<file path="src/rtl/muldiv_pkg.sv">
// Shared definitions for the iterative multiply/divide unit:
// op codes, flag bit positions (same as the ALU) and FSM states.
package muldiv_pkg;

    localparam logic [1:0] OP_MUL  = 2'd0;
    localparam logic [1:0] OP_MULS = 2'd1;
    localparam logic [1:0] OP_DIV  = 2'd2;
    localparam logic [1:0] OP_DIVS = 2'd3;

    localparam int FLAG_ZERO  = 0;
    localparam int FLAG_CARRY = 1;
    localparam int FLAG_OVF   = 2;
    localparam int FLAG_POS   = 3;

    typedef enum logic [1:0] {
        S_IDLE,
        S_CALC,
        S_FIX,
        S_DONE
    } state_e;

endpackage

</file>
<file path="src/rtl/muldiv_sign.sv">
// Conditional two's-complement negation (abs value / sign restore).
// Ports: val_i operand, neg_i negate request, res_o result.
module muldiv_sign #(
    parameter int W = 16
) (
    input  logic [W-1:0] val_i,
    input  logic         neg_i,
    output logic [W-1:0] res_o
);

    assign res_o = neg_i ? ((~val_i) + W'(1)) : val_i;

endmodule

</file>
<file path="src/rtl/muldiv_unit.sv">
// Iterative N-bit multiply/divide unit (shift-add / restoring).
// Ports: CLK, RESET_N, a, b, op, start in; busy, finished, result, high, flags out.
module muldiv_unit
    import muldiv_pkg::*;
#(
    parameter int N         = 16,
    parameter bit SIGNED_EN = 1'b1
) (
    input  logic         CLK,
    input  logic         RESET_N,
    input  logic [N-1:0] a,
    input  logic [N-1:0] b,
    input  logic [1:0]   op,
    input  logic         start,
    output logic         busy,
    output logic         finished,
    output logic [N-1:0] result,
    output logic [N-1:0] high,
    output logic [3:0]   flags
);

    localparam int CW = $clog2(N) + 1;

    state_e         state_q;
    logic [CW-1:0]  cnt_q;
    logic [2*N-1:0] acc_q;
    logic [2*N-1:0] acc_d;
    logic [N-1:0]   opnd_q;
    logic           div_q;
    logic           sgn_q;
    logic           qneg_q;
    logic           rneg_q;
    logic           dz_q;
    logic           busy_q;
    logic           fin_q;
    logic [N-1:0]   res_q;
    logic [N-1:0]   high_q;
    logic [3:0]     flags_q;

    // Launch decode
    logic         in_div;
    logic         in_sgn;
    logic         in_dz;
    logic [N-1:0] abs_a;
    logic [N-1:0] abs_b;

    assign in_div = (op == OP_DIV) || (op == OP_DIVS);
    assign in_sgn = SIGNED_EN && ((op == OP_MULS) || (op == OP_DIVS));
    assign in_dz  = in_div && (b == '0);

    muldiv_sign #(.W(N)) u_abs_a (
        .val_i (a),
        .neg_i (in_sgn && a[N-1]),
        .res_o (abs_a)
    );

    muldiv_sign #(.W(N)) u_abs_b (
        .val_i (b),
        .neg_i (in_sgn && b[N-1]),
        .res_o (abs_b)
    );

    // One iteration step. Multiply keeps the multiplier in the low half
    // and shifts right; divide keeps the dividend low and shifts left.
    logic [N:0] add_s;
    logic [N:0] rem_s;
    logic [N:0] sub_s;

    always_comb begin
        acc_d = acc_q;
        add_s = {1'b0, acc_q[2*N-1:N]} + (acc_q[0] ? {1'b0, opnd_q} : '0);
        rem_s = {acc_q[2*N-1:N], acc_q[N-1]};
        sub_s = rem_s - {1'b0, opnd_q};
        if (div_q) begin
            if (!sub_s[N]) begin
                acc_d = {sub_s[N-1:0], acc_q[N-2:0], 1'b1};
            end else begin
                acc_d = {rem_s[N-1:0], acc_q[N-2:0], 1'b0};
            end
        end else begin
            acc_d = {add_s, acc_q[N-1:1]};
        end
    end

    // Sign correction: full product or quotient, and remainder.
    logic [2*N-1:0] fix_in;
    logic [2*N-1:0] fix_lo;
    logic [N-1:0]   fix_hi;
    logic [N-1:0]   fin_lo;
    logic [N-1:0]   fin_hi;

    assign fix_in = div_q ? {{N{1'b0}}, acc_q[N-1:0]} : acc_q;

    muldiv_sign #(.W(2*N)) u_fix_lo (
        .val_i (fix_in),
        .neg_i (qneg_q),
        .res_o (fix_lo)
    );

    muldiv_sign #(.W(N)) u_fix_hi (
        .val_i (acc_q[2*N-1:N]),
        .neg_i (rneg_q),
        .res_o (fix_hi)
    );

    assign fin_lo = fix_lo[N-1:0];
    assign fin_hi = div_q ? fix_hi : fix_lo[2*N-1:N];

    logic [3:0] fix_flags;
    logic [3:0] dz_flags;
    logic       f_zero;

    always_comb begin
        fix_flags = '0;
        dz_flags  = '0;
        f_zero    = (fin_lo == '0) && (div_q || (fin_hi == '0));
        fix_flags[FLAG_ZERO]  = f_zero;
        fix_flags[FLAG_CARRY] = !div_q && !sgn_q && (fin_hi != '0);
        // Signed quotient overflows only for most-negative / -1:
        // magnitude 2^(N-1) with a positive sign.
        if (div_q) begin
            fix_flags[FLAG_OVF] = sgn_q && !qneg_q && acc_q[N-1];
        end else begin
            fix_flags[FLAG_OVF] = sgn_q && (fin_hi != {N{fin_lo[N-1]}});
        end
        fix_flags[FLAG_POS] = !f_zero
            && !(sgn_q && (div_q ? fin_lo[N-1] : fin_hi[N-1]));
        dz_flags[FLAG_OVF] = 1'b1;
        dz_flags[FLAG_POS] = !sgn_q;
    end

    always_ff @(posedge CLK or negedge RESET_N) begin
        if (!RESET_N) begin
            state_q <= S_IDLE;
            cnt_q   <= '0;
            acc_q   <= '0;
            opnd_q  <= '0;
            div_q   <= 1'b0;
            sgn_q   <= 1'b0;
            qneg_q  <= 1'b0;
            rneg_q  <= 1'b0;
            dz_q    <= 1'b0;
            busy_q  <= 1'b0;
            fin_q   <= 1'b0;
            res_q   <= '0;
            high_q  <= '0;
            flags_q <= '0;
        end else begin
            fin_q <= 1'b0;
            unique case (state_q)
                S_IDLE: begin
                    if (start) begin
                        busy_q <= 1'b1;
                        div_q  <= in_div;
                        sgn_q  <= in_sgn;
                        dz_q   <= in_dz;
                        qneg_q <= in_sgn && (a[N-1] ^ b[N-1]);
                        rneg_q <= in_sgn && in_div && a[N-1];
                        opnd_q <= in_div ? abs_b : abs_a;
                        cnt_q  <= CW'(N);
                        if (in_dz) begin
                            // Raw dividend kept for the remainder output.
                            acc_q   <= {{N{1'b0}}, a};
                            state_q <= S_DONE;
                        end else begin
                            acc_q   <= {{N{1'b0}}, in_div ? abs_a : abs_b};
                            state_q <= S_CALC;
                        end
                    end
                end
                S_CALC: begin
                    acc_q <= acc_d;
                    cnt_q <= cnt_q - CW'(1);
                    if (cnt_q == CW'(1)) begin
                        state_q <= S_FIX;
                    end
                end
                S_FIX: begin
                    res_q   <= fin_lo;
                    high_q  <= fin_hi;
                    flags_q <= fix_flags;
                    state_q <= S_DONE;
                end
                S_DONE: begin
                    if (dz_q) begin
                        res_q   <= '1;
                        high_q  <= acc_q[N-1:0];
                        flags_q <= dz_flags;
                    end
                    fin_q   <= 1'b1;
                    busy_q  <= 1'b0;
                    state_q <= S_IDLE;
                end
                default: state_q <= S_IDLE;
            endcase
        end
    end

    assign busy     = busy_q;
    assign finished = fin_q;
    assign result   = res_q;
    assign high     = high_q;
    assign flags    = flags_q;

endmodule

</file>
<file path="config.mk">
export PLATFORM = sky130hd
export DESIGN_NAME = muldiv_unit
export DESIGN_NICKNAME = d
export VERILOG_FILES = /design/src/rtl/muldiv_pkg.sv /design/src/rtl/muldiv_sign.sv /design/src/rtl/muldiv_unit.sv
export SDC_FILE = /design/constraint.sdc
export NUM_CORES = 1
export LEC_CHECK = 0
export ABC_AREA = 1
export BUFFER_PORTS_ARGS = -buffer_cell sky130_fd_sc_hd__buf_2
export CAP_MARGIN = 5
export CORE_UTILIZATION = 39
export CTS_CLUSTER_SIZE = 24
export DETAILED_ROUTE_END_ITERATION = 8
export PLACE_DENSITY_LB_ADDON = 0.1
export SLEW_MARGIN = 20
export SYNTH_ARGS = -nofsm -noshare
export SYNTH_HDL_FRONTEND = slang
export SYNTH_SLANG_ARGS = --single-unit
</file>
<file path="constraint.sdc">
create_clock -name CLK -period 3.2 [get_ports CLK]
set_input_delay 0.32 -clock CLK [delete_from_list [all_inputs] [get_ports CLK]]
set_output_delay 0.32 -clock CLK [all_outputs]
set_load 0.03 [all_outputs]
</file>
==> tab_implementation.tex, run 1 <==
\begin{tabular}{lr}
\hline
Metric & Value \\
\hline
\multicolumn{2}{l}{\textbf{Die}} \\
\quad Site row count & 54 \\
\quad Die area & 22900 um\^{}2 \\
\quad Num ports & 75 \\
\quad Core footprint & 21800 um\^{}2 \\
\quad Horizontal die dimension & 151 um \\
\quad Height of the die & 151 um \\
\quad Initial standard-cell utilization of the core & 39.8\% \\
\multicolumn{2}{l}{\textbf{Clocking}} \\
\quad TritonCTS sink count & 98 \\
\quad \# H-tree levels & 3 \\
\quad TritonCTS clock tree & done \\
\quad Insertion delay of the later-clocked pin in the worst-skew pair & 360 ps \\
\quad Post-CTS setup buffer count & 0 \\
\quad Hold\_buf cts & 0 \\
\quad Clk buf depth & 2 \\
\quad Root buffer cell & clkbuf\_16 \\
\quad Cts repair resizes & 0 \\
\quad Clock buffer count from CTS & 9 \\
\quad Clock-pin slew reported for the worst setup and hold paths after clock tree synthesis & 70 ps \\
\multicolumn{2}{l}{\textbf{Synthesis}} \\
\quad Cell Area, Synth & 8700 um\^{}2 \\
\quad Warnings from Yosys & 0 \\
\quad Post-synth EDFFs & 0 \\
\quad Cell types with the largest area share after synthesis & dfrtp\_1, nand2\_1, o21ai\_0, inv\_1, ha\_1 \\
\quad Number of nets produced by synthesis & 1424 \\
\quad Area leader, netlist & dfrtp\_1 \\
\quad Synthesized instance count & 1343 \\
\quad Commonest cells post-synth & nand2\_1, inv\_1, nor2\_1, o21ai\_0, dfrtp\_1 \\
\quad Flop and latch count out of synthesis & 98 \\
\quad Most common cell in the netlist & nand2\_1 \\
\quad Dominant register cell in the synthesized netlist & dfrtp\_1 \\
\quad Syn\_area\_per\_cell & 6.47 um\^{}2 \\
\quad Synth top area share & 28.2\% \\
\quad Sequential-to-total area share from yosys stat & 28.2\% \\
\quad Share of flip-flops with an asynchronous set or reset after synthesis & 100\% \\
\quad Netlist cell types & 46 \\
\multicolumn{2}{l}{\textbf{Status}} \\
\quad Run status & finished clean \\
\multicolumn{2}{l}{\textbf{GRT}} \\
\quad Largest net degree at the start of global routing & 55 \\
\quad First-pass GRT wire length & 44800 um \\
\quad Number of antenna violations at the first check in global routing & 0 \\
\quad GRT Util Overall & 25.8\% \\
\quad Vias in the first global route & 8261 \\
\quad Total global routing overflow & 0 \\
\multicolumn{2}{l}{\textbf{Place}} \\
\quad Count of input and output buffers & 74 \\
\quad Detailed placement HPWL & 23000 um \\
\quad Final GP Congestion & 0.918 \\
\quad Post-Place Setup Slack & 332 ps \\
\multicolumn{2}{l}{\textbf{Pwr}} \\
\quad LEAKAGE & 4.84 nW \\
\quad Worst vdd rail ir drop & 0.000347 V \\
\quad Part of the total power dissipated in the clock network & 9.5\% \\
\quad Combinational share of power & 69.0\% \\
\quad Switching Share & 56.1\% \\
\quad Share of total power in sequential cells & 21.5\% \\
\quad Internal power consumption & 5.16 mW \\
\quad Power density relative to cell area & 1210 nW/um\^{}2 \\
\quad Switching component of the power & 6.58 mW \\
\multicolumn{2}{l}{\textbf{Job}} \\
\quad Max-capacitance violation count & 0 \\
\multicolumn{2}{l}{\textbf{Setup path}} \\
\quad Critical Path Sink Type & register \\
\quad Required time at the worst-slack endpoint & 3420 ps \\
\quad Data arrival time of the critical path & 3090 ps \\
\quad Startpoint type of the worst setup path & register \\
\quad Path depth of the worst reg2reg path & 16 \\
\quad Top fanout value on the critical path & 11 \\
\quad Type of the setup path with the least slack & reg2reg \\
\multicolumn{2}{l}{\textbf{Min path}} \\
\quad Hold/Removal Path Class & in2async \\
\multicolumn{2}{l}{\textbf{Drt}} \\
\quad Drt first pass iters & 5 \\
\quad Post-DR wirelength/cell & 17.0 um \\
\quad Via count & 8895 \\
\quad Via/cell ratio & 5.28 \\
\quad Routed WL & 28600 um \\
\quad ANT nets after route & 0 \\
\quad Initial drt markers & 560 \\
\quad Post-route DRC violation count & 0 \\
\multicolumn{2}{l}{\textbf{STA}} \\
\quad Final count of negative-setup-slack endpoints & 0 \\
\quad Worst rel slew slack & 52.5\% \\
\quad Final worst path period share & 89.6\% \\
\quad Final Hold Viols & 0 \\
\quad Fmax & 349 MHz \\
\quad Summed negative setup slack over all endpoints & 0 ps \\
\quad Max-slew violation count & 0 \\
\quad Minimum setup slack in the final design & 331 ps \\
\quad Slew at the pin closest to its max-slew limit & 712 ps \\
\quad Final worst clock skew & 10.9 ps \\
\quad Period minus WS final & 2870 ps \\
\quad Setup repair after global routing missed its margin & false \\
\multicolumn{2}{l}{\textbf{Finish}} \\
\quad Inserted Diodes & 0 \\
\quad Area delta synth->final & 11.3\% \\
\quad Layout cell share with drive strength beyond 1 & 9.61\% \\
\quad Count of nets after finishing & 1482 \\
\hline
\end{tabular}
## worst max-delay path: stages, from the launching register on
cell and delay, ps:
dfrtp_1 440, inv_1 110, ha_1 150, inv_1 60, fa_1 390, nand3_1 90
nand3_1 120, a21oi_1 220, o21ai_1 140, nand3_1 140, nand2_1 70, nand2_1 60
nand2_1 80, inv_1 280, o21ai_0 110, o21ai_0 170, o21ai_0 100
## metal layers
metal / vias up / wire (um) / GRT usage (%)
met3: 48 / 937 / 2.20
met2: 229 / 13000 / 41.2
li1: 4555 / - / -
met4: 0 / 762 / 9.75
met5: - / 0 / 0
met1: 4063 / 13900 / 35.8
## flip-flops by register name, indices dropped and copies added (netlist names)
name and cells:
flags 4, high 16, cnt_q 5, acc_q 32, qneg_q 1, opnd_q 16
rneg_q 1, finished 1, dz_q 1, state_q 2, result 16, busy 1
sgn_q 1, div_q 1
## through the flow
step	hold WS [ps]	instance area, um^2	std cells	power, mW	utilization [%]
final	10.4	9670	1685	11.7	44.3
after detailed placement	427	9380	1670	10.6	43.0
after floorplan	24.4	8700	1343	8.32	-
after global placement	428	9380	1670	10.6	43.0
after CTS	42.9	9670	1685	11.7	44.3
after global routing	75.7	9670	1685	13.0	44.3
## final cells by class
cell class | instances | area (um^2)
fillers | 2366 | 12100
multi-input cells | 1036 | 5420
repair buffers | 97 | 558
flip-flops and latches | 98 | 2450
well taps | 280 | 350
clock inverters | 6 | 66.3
inverters | 159 | 602
clock buffers | 9 | 225
## final timing paths
path	slack [ps]	from	to
worst max register to register	330	acc_q[15]	acc_q[29]
worst max-delay path	330	acc_q[15]	acc_q[29]
min in group CLK	310	b[15]	opnd_q[15]
max in group asynchronous	2480	RESET_N	acc_q[8]
worst min-delay path	10	RESET_N	high[13]
worst min register to register	470	high[8]	high[8]
## cell usage in the layout, fill, tap and decap left out, drive strengths merged, types with 3 or more instances in the layout
cell type / count
inv: 160
nand2: 355
xnor2: 17
nand3: 77
nand4: 11
nor2: 144
ha: 42
o21bai: 4
xor2: 42
o21ai: 142
dfrtp: 98
a21o: 3
o221ai: 7
a22oi: 9
a21oi: 86
clkbuf: 9
clkinv: 4
o22ai: 26
a31oi: 15
buf: 97
o211ai: 23
or2: 6
nor3: 11
## cells by family after synthesis
group	Yosys count	share of synthesized area [%]
XOR/XNOR	59	6.16
adder cells (fa/ha/maj)	44	6.50
buffers and inverters	209	9.53
AO/OA/AOI/OAI	322	20.8
AND/OR/NAND/NOR	611	28.8
flip-flops	98	28.2
## power by group through the flow
stage	Clock [mW]	Combinational [mW]	Sequential [mW]
global route	1.19	9.15	2.62
detailed placement	0	8.03	2.54
CTS	1.15	8.06	2.51
finish	1.12	8.10	2.52
floorplan	0	5.64	2.68
global placement	0	8.04	2.52
Power figures use the tool's default switching activity.
==> run 2, diff against run 1 <==
BUFFER_PORTS_ARGS = unset   (was -buffer_cell sky130_fd_sc_hd__buf_2)
DONT_BUFFER_PORTS = 1   (was unset)
SLEW_MARGIN = 15   (was 20)
==> tab_implementation.tex, run 2 (same netlist as run 1, synthesis figures left out) <==
\begin{tabular}{lr}
\hline
Metric & Value \\
\hline
\multicolumn{2}{l}{\textbf{STA}} \\
\quad Final worst clock skew & 13.7 ps (was 10.9 ps) \\
\quad Max-slew violation count & 0 (unchanged) \\
\quad Fmax & 351 MHz (was 349 MHz) \\
\quad Slew at the pin closest to its max-slew limit & 693 ps (was 712 ps) \\
\quad Period minus WS final & 2850 ps (was 2870 ps) \\
\quad Final worst path period share & 89.1\% (was 89.6\%) \\
\quad Fin Hold WS & 135 ps (was 10.4 ps) \\
\quad Summed negative setup slack over all endpoints & 0 ps (unchanged) \\
\quad Final count of negative-setup-slack endpoints & 0 (unchanged) \\
\quad Final Hold Viols & 0 (unchanged) \\
\quad Setup repair after global routing missed its margin & false (unchanged) \\
\quad Worst rel slew slack & 53.8\% (was 52.5\%) \\
\multicolumn{2}{l}{\textbf{Pwr}} \\
\quad Post-layout total power & 11.8 mW (was 11.7 mW) \\
\quad Power density relative to cell area & 1250 nW/um\^{}2 (was 1210 nW/um\^{}2) \\
\quad LEAKAGE & 4.60 nW (was 4.84 nW) \\
\quad Worst vdd rail ir drop & 0.000344 V (was 0.000347 V) \\
\multicolumn{2}{l}{\textbf{Setup path}} \\
\quad Cell chain of the critical path & inv\_1 > ha\_1 > inv\_1 > fa\_1 > nand3\_1 > nand3\_1 > a21oi\_1 > o21ai\_1 > nand3\_1 > nand3\_1 > nand2\_2 > clkinvlp\_4 > nand3\_1 > o211ai\_1 > nand2\_1 > o21ai\_0 (was inv\_1 > ha\_1 > inv\_1 > fa\_1 > nand3\_1 > nand3\_1 > a21oi\_1 > o21ai\_1 > nand3\_1 > nand2\_1 > nand2\_1 > nand2\_1 > inv\_1 > o21ai\_0 > o21ai\_0 > o21ai\_0) \\
\quad Critical Path Sink Type & register (unchanged) \\
\quad Most repeated library cell on the critical path & nand3\_1 \\
\quad Startpoint type of the worst setup path & register (unchanged) \\
\quad Buf+Inv Stages, Crit Path & 3 (unchanged) \\
\quad Endpoint of the worst setup timing path & acc\_q[19] (was acc\_q[29]) \\
\quad Type of the setup path with the least slack & reg2reg (unchanged) \\
\quad Levels on crit path & 16 (unchanged) \\
\quad Start point of the critical path & acc\_q[15] (unchanged) \\
\quad Delay contributed by the slowest stage of the critical path & 440 ps (about the same) \\
\quad Required time at the worst-slack endpoint & 3430 ps (was 3420 ps) \\
\quad Destination of the worst register-to-register timing path & acc\_q[19] (was acc\_q[29]) \\
\quad Top fanout value on the critical path & 11 (unchanged) \\
\quad Data arrival time of the critical path & 3080 ps (was 3090 ps) \\
\quad Reg-to-reg setup timing slack & 350 ps (was 330 ps) \\
\quad Path depth of the worst reg2reg path & 16 (unchanged) \\
\quad Library cell contributing the largest single delay on the critical path & dfrtp\_1 (unchanged) \\
\quad FF-to-FF Start & acc\_q[15] (unchanged) \\
\quad Cell family contributing the most delay on the critical path & simple AND/OR/NAND/NOR gates (was compound AO/OA/AOI/OAI gates) \\
\multicolumn{2}{l}{\textbf{Clocking}} \\
\quad Clock-pin slew reported for the worst setup and hold paths after clock tree synthesis & 70 ps (about the same) \\
\quad Clock buffer count from CTS & 9 (unchanged) \\
\quad Root buffer cell & clkbuf\_16 (unchanged) \\
\quad TritonCTS sink count & 98 (unchanged) \\
\quad Post-CTS setup buffer count & 0 (unchanged) \\
\quad TritonCTS clock tree & done (unchanged) \\
\quad Clk buf depth & 2 (unchanged) \\
\quad Insertion delay of the later-clocked pin in the worst-skew pair & 360 ps (about the same) \\
\quad \# H-tree levels & 3 (unchanged) \\
\multicolumn{2}{l}{\textbf{GRT}} \\
\quad GRT Util Overall & 25.4\% (was 25.8\%) \\
\quad Vias in the first global route & 8061 (was 8261) \\
\quad Total global routing overflow & 0 (unchanged) \\
\quad Number of antenna violations at the first check in global routing & 0 (unchanged) \\
\quad Largest net degree at the start of global routing & 99 (was 55) \\
\quad First-pass GRT wire length & 44100 um (was 44800 um) \\
\multicolumn{2}{l}{\textbf{Finish}} \\
\quad Count of nets after finishing & 1412 (was 1482) \\
\quad Area delta synth->final & 8.27\% (was 11.3\%) \\
\quad Most common cell after layout, fill and taps aside & nand2\_1 (unchanged) \\
\quad Layout cell share with drive strength beyond 1 & 5.01\% (was 9.61\%) \\
\quad Count of fill cells added during filler insertion & 2391 (was 2366) \\
\quad Max reg flops & 32 (unchanged) \\
\quad Commonest cells after routing, fill and taps aside & nand2\_1, inv\_1, nor2\_1, o21ai\_0, dfrtp\_1 (unchanged) \\
\quad Post-layout instance count excluding filler cells & 1616 (was 1685) \\
\quad Inserted Diodes & 0 (unchanged) \\
\quad Register with the most flip-flops & acc\_q (unchanged) \\
\quad Layout Utilization & 43.1\% (was 44.3\%) \\
\multicolumn{2}{l}{\textbf{Place}} \\
\quad Detailed placement HPWL & 22500 um (was 23000 um) \\
\quad Count of input and output buffers & 0 (was 74) \\
\quad Dpl cells & 1598 (was 1670) \\
\quad Final GP Congestion & 0.899 (was 0.918) \\
\multicolumn{2}{l}{\textbf{Drt}} \\
\quad Routed WL & 28200 um (was 28600 um) \\
\quad Initial drt markers & 475 (was 560) \\
\quad Drt first pass iters & 5 (unchanged) \\
\quad Via/cell ratio & 5.35 (was 5.28) \\
\quad Post-DR wirelength/cell & 17.5 um (was 17.0 um) \\
\quad Post-route DRC violation count & 0 (unchanged) \\
\quad Via count & 8640 (was 8895) \\
\quad ANT nets after route & 0 (unchanged) \\
\multicolumn{2}{l}{\textbf{Die}} \\
\quad Die area & 22900 um\^{}2 (unchanged) \\
\quad Core footprint & 21800 um\^{}2 (unchanged) \\
\quad Initial standard-cell utilization of the core & 39.8\% (unchanged) \\
\quad Horizontal die dimension & 151 um (unchanged) \\
\quad Site row count & 54 (unchanged) \\
\quad Num ports & 75 (unchanged) \\
\quad Height of the die & 151 um (unchanged) \\
\multicolumn{2}{l}{\textbf{Job}} \\
\quad Max-capacitance violation count & 0 (unchanged) \\
\multicolumn{2}{l}{\textbf{Status}} \\
\quad Run status & finished clean (unchanged) \\
\multicolumn{2}{l}{\textbf{Min path}} \\
\quad Hold/Removal Path Class & in2reg (was in2async) \\
\hline
\end{tabular}
run 2: worst reg2reg max path, stage by stage (launching register included):
cell,delay (ps)
dfrtp_1,440
inv_1,110
ha_1,150
inv_1,60
fa_1,390
nand3_1,80
nand3_1,110
a21oi_1,220
o21ai_1,150
nand3_1,120
nand3_1,90
nand2_2,170
clkinvlp_4,250
nand3_1,140
o211ai_1,90
nand2_1,80
o21ai_0,70
run 2: repair_timing:
action / CTS / global route
resized for setup: 0 / 4
hold buffers: 2 / 0
setup endpoints to repair: 0 / 7
endpoints found under the hold margin: 98 / 0
run 2: layout make-up:
class | instances | area (um^2) | share of cell area, %
clock buffers | 10 | 239 | 2.54
clock inverters | 6 | 116 | 1.24
inverters | 159 | 606 | 6.43
multi-input cells | 1036 | 5420 | 57.6
flip-flops and latches | 98 | 2450 | 26.1
well taps | 280 | 350 | 3.72
repair buffers | 27 | 229 | 2.43
run 2: stage by stage:
step	area [um^2]	setup WS [ps]
2_1_floorplan	8700	542
3_3_place_gp	9010	314
3_5_place_dp	9010	272
4_1_cts	9400	243
5_1_grt	9420	21.2
6_report	9420	350
run 2: how the worst min path moves through the flow:
stage                        from          to  slack [ps]  cells after the start
after CTS                   b[15]  opnd_q[15]         130                      2
after detailed placement  RESET_N    high[12]          30                      0
after global placement    RESET_N   acc_q[30]          30                      0
after floorplan           RESET_N    acc_q[0]          20                      0
final                       b[15]  opnd_q[15]         140                      2
after global routing        b[15]  opnd_q[15]         150                      2
run 2: power breakdown:
group	leakage, nW	internal [mW]	switching, mW
sequential	1.17	1.82	1.15
clock	0.174	0.795	0.533
combinational	3.25	2.59	4.86
total	4.60	5.21	6.55
run 2: metal layers:
layer	track usage [%]	share of wire, %
met5	0	0
met4	11.7	3.6
met3	3.28	4.5
met2	38.3	43
met1	35.7	49
==> run 3, diff against run 2 <==
CORE_UTILIZATION = 40   (was 39)
SLEW_MARGIN = unset   (was 15)
==> tab_implementation.tex, run 3 (same netlist as run 1, synthesis figures left out) <==
\begin{tabular}{lr}
\hline
Metric & Value \\
\hline
\multicolumn{2}{l}{\textbf{STA}} \\
\quad Final Hold Viols & 0 (unchanged) \\
\quad Max-slew violation count & 0 (unchanged) \\
\quad Slew at the pin closest to its max-slew limit & 729 ps (was 693 ps) \\
\quad Summed negative setup slack over all endpoints & 0 ps (unchanged) \\
\quad Setup repair after global routing missed its margin & false (unchanged) \\
\quad Final worst path period share & 93.6\% (was 89.1\%) \\
\quad Period minus WS final & 2990 ps (was 2850 ps) \\
\quad Worst rel slew slack & 51.4\% (was 53.8\%) \\
\quad Final worst clock skew & 15.0 ps (was 13.7 ps) \\
\quad Fmax & 334 MHz (was 351 MHz) \\
\quad Final count of negative-setup-slack endpoints & 0 (unchanged) \\
\multicolumn{2}{l}{\textbf{Pwr}} \\
\quad Worst vdd rail ir drop & 0.000317 V (was 0.000344 V) \\
\quad Switching component of the power & 6.57 mW (was 6.55 mW) \\
\quad Combinational share of power & 64.7\% (was 63.4\%) \\
\quad Share of total power in sequential cells & 25.8\% (was 25.3\%) \\
\quad Switching Share & 57.1\% (was 55.7\%) \\
\quad LEAKAGE & 4.56 nW (was 4.60 nW) \\
\quad Internal power consumption & 4.95 mW (was 5.21 mW) \\
\quad Power density relative to cell area & 1230 nW/um\^{}2 (was 1250 nW/um\^{}2) \\
\quad Part of the total power dissipated in the clock network & 9.5\% (was 11.3\%) \\
\multicolumn{2}{l}{\textbf{Die}} \\
\quad Initial standard-cell utilization of the core & 41.1\% (was 39.8\%) \\
\quad Die area & 22300 um\^{}2 (was 22900 um\^{}2) \\
\quad Height of the die & 149 um (was 151 um) \\
\quad Num ports & 75 (unchanged) \\
\quad Core footprint & 21200 um\^{}2 (was 21800 um\^{}2) \\
\quad Horizontal die dimension & 149 um (was 151 um) \\
\quad Site row count & 53 (was 54) \\
\multicolumn{2}{l}{\textbf{Finish}} \\
\quad Post-layout instance count excluding filler cells & 1611 (was 1616) \\
\quad Max reg flops & 32 (unchanged) \\
\quad Count of nets after finishing & 1412 (unchanged) \\
\quad Inserted Diodes & 0 (unchanged) \\
\quad Area delta synth->final & 7.35\% (was 8.27\%) \\
\quad Most common cell after layout, fill and taps aside & nand2\_1 (unchanged) \\
\quad Commonest cells after routing, fill and taps aside & nand2\_1, inv\_1, nor2\_1, o21ai\_0, dfrtp\_1 (unchanged) \\
\quad Register with the most flip-flops & acc\_q (unchanged) \\
\quad Layout cell share with drive strength beyond 1 & 5.01\% (unchanged) \\
\multicolumn{2}{l}{\textbf{Drt}} \\
\quad Routed WL & 28100 um (was 28200 um) \\
\quad Post-route DRC violation count & 0 (unchanged) \\
\quad Via count & 8704 (was 8640) \\
\quad Post-DR wirelength/cell & 17.4 um (was 17.5 um) \\
\quad Via/cell ratio & 5.40 (was 5.35) \\
\quad Initial drt markers & 637 (was 475) \\
\quad Drt first pass iters & 5 (unchanged) \\
\quad ANT nets after route & 0 (unchanged) \\
\multicolumn{2}{l}{\textbf{Setup path}} \\
\quad Cell family contributing the most delay on the critical path & simple AND/OR/NAND/NOR gates (unchanged) \\
\quad Type of the setup path with the least slack & reg2reg (unchanged) \\
\quad Path depth of the worst reg2reg path & 15 (was 16) \\
\quad Top fanout value on the critical path & 16 (was 11) \\
\quad Data arrival time of the critical path & 3220 ps (was 3080 ps) \\
\quad Cell chain of the critical path & inv\_1 > ha\_1 > inv\_1 > fa\_1 > nand3\_1 > nand3\_1 > a21oi\_1 > o21ai\_1 > nand3\_1 > nand3\_1 > nand2\_2 > buf\_4 > nand2\_1 > o2111ai\_1 > o21ai\_0 (was inv\_1 > ha\_1 > inv\_1 > fa\_1 > nand3\_1 > nand3\_1 > a21oi\_1 > o21ai\_1 > nand3\_1 > nand3\_1 > nand2\_2 > clkinvlp\_4 > nand3\_1 > o211ai\_1 > nand2\_1 > o21ai\_0) \\
\quad Required time at the worst-slack endpoint & 3420 ps (was 3430 ps) \\
\quad Library cell contributing the largest single delay on the critical path & dfrtp\_1 (unchanged) \\
\quad Critical Path Sink Type & register (unchanged) \\
\quad Most repeated library cell on the critical path & nand3\_1 (unchanged) \\
\quad Buf+Inv Stages, Crit Path & 3 (unchanged) \\
\quad Startpoint type of the worst setup path & register (unchanged) \\
\quad Levels on crit path & 15 (was 16) \\
\quad Delay contributed by the slowest stage of the critical path & 440 ps (about the same) \\
\multicolumn{2}{l}{\textbf{GRT}} \\
\quad First-pass GRT wire length & 44400 um (was 44100 um) \\
\quad Largest net degree at the start of global routing & 99 (unchanged) \\
\quad Total global routing overflow & 0 (unchanged) \\
\quad GRT Util Overall & 25.8\% (was 25.4\%) \\
\quad Number of antenna violations at the first check in global routing & 0 (unchanged) \\
\quad Vias in the first global route & 8083 (was 8061) \\
\multicolumn{2}{l}{\textbf{Clocking}} \\
\quad Clk buf depth & 2 (unchanged) \\
\quad Clock-pin slew reported for the worst setup and hold paths after clock tree synthesis & 80 ps (was 70 ps) \\
\quad TritonCTS sink count & 98 (unchanged) \\
\quad TritonCTS clock tree & done (unchanged) \\
\quad Root buffer cell & clkbuf\_16 (unchanged) \\
\quad Clock buffer count from CTS & 9 (unchanged) \\
\quad Insertion delay of the later-clocked pin in the worst-skew pair & 360 ps (about the same) \\
\quad \# H-tree levels & 3 (unchanged) \\
\quad Post-CTS setup buffer count & 0 (unchanged) \\
\multicolumn{2}{l}{\textbf{Status}} \\
\quad Run status & finished clean (unchanged) \\
\multicolumn{2}{l}{\textbf{Place}} \\
\quad Final GP Congestion & 0.922 (was 0.899) \\
\quad Count of input and output buffers & 0 (unchanged) \\
\quad Dpl cells & 1593 (was 1598) \\
\quad Detailed placement HPWL & 22600 um (was 22500 um) \\
\multicolumn{2}{l}{\textbf{Job}} \\
\quad Max-capacitance violation count & 0 (unchanged) \\
\multicolumn{2}{l}{\textbf{Min path}} \\
\quad Hold/Removal Path Class & in2reg (unchanged) \\
\quad Hold-critical path depth & 2 (unchanged) \\
\hline
\end{tabular}
run 3: cell types whose count changed in the layout (fill, tap and decap cells not counted):
cell,before,now
bufinv_16,3,0
clkinvlp_4,1,3
inv_6,3,1
inv_8,0,2
buf_4,24,25
buf_6,1,0
clkbuf_8,1,0
clkinv_2,0,1
clkinv_4,0,1
run 3: cell type report:
type,count,area [um^2]
multi-input cells,1036,5420
clock buffers,9,225
flip-flops and latches,98,2450
repair buffers,27,225
clock inverters,7,60.1
inverters,159,606
fillers,2262,11800
well taps,275,344
run 3: final timing paths:
kind,startpoint,to,slack (ps)
setup / recovery,acc_q[15],acc_q[23],210
hold / removal,op[0],sgn_q,120
setup reg to reg,acc_q[15],acc_q[23],210
hold reg to reg,opnd_q[0],opnd_q[0],560
max in group asynchronous,RESET_N,acc_q[0],2210
min in group asynchronous,RESET_N,high[9],600
run 3: per-stage QoR:
step / utilization (%) / hold WS [ps] / cell area, um^2 / worst slack, ps / power, mW
6_report: 44.1 / 118 / 9340 / 206 / 11.5
5_1_grt: 44.1 / 140 / 9340 / 29.7 / 12.7
4_1_cts: 44.1 / 119 / 9330 / 140 / 11.5
3_5_place_dp: 42.6 / 28.9 / 9000 / 175 / 10.3
3_3_place_gp: 42.6 / 28.0 / 9000 / 269 / 10.3
2_1_floorplan: - / 24.4 / 8700 / 542 / 8.32
run 3: repair_timing:
action                                 CTS  global route
hold buffers                             2             0
resized for setup                        0             3
endpoints found under the hold margin   98             0
setup endpoints to repair                0             6
run 3: routing by layer:
| layer | up-vias | GRT usage (%) | part of all wire [%] |
|---|---|---|---|
| met5 | - | 0 | 0 |
| met4 | 0 | 9.85 | 3.2 |
| met3 | 46 | 4.18 | 5.1 |
| met2 | 267 | 39.3 | 44 |
| met1 | 3970 | 36.2 | 48 |
| li1 | 4421 | - | - |
run 3: power by group through the flow:
stage                     Sequential, mW  Clock, mW  Combinational, mW
after floorplan                     2.68          0               5.64
after global placement              2.97          0               7.33
after detailed placement            2.99          0               7.34
after CTS                           2.96       1.11               7.40
after global routing                3.06       1.17               8.46
final                               2.97       1.09               7.45
run 3: worst reg2reg max path, delay by kind of cell (launching register included):
kind / cells / cell delay (ps)
simple gates: 6 / 740
compound gates: 4 / 720
flops: 1 / 440
fa+ha+maj: 2 / 570
buf+inv: 3 / 400
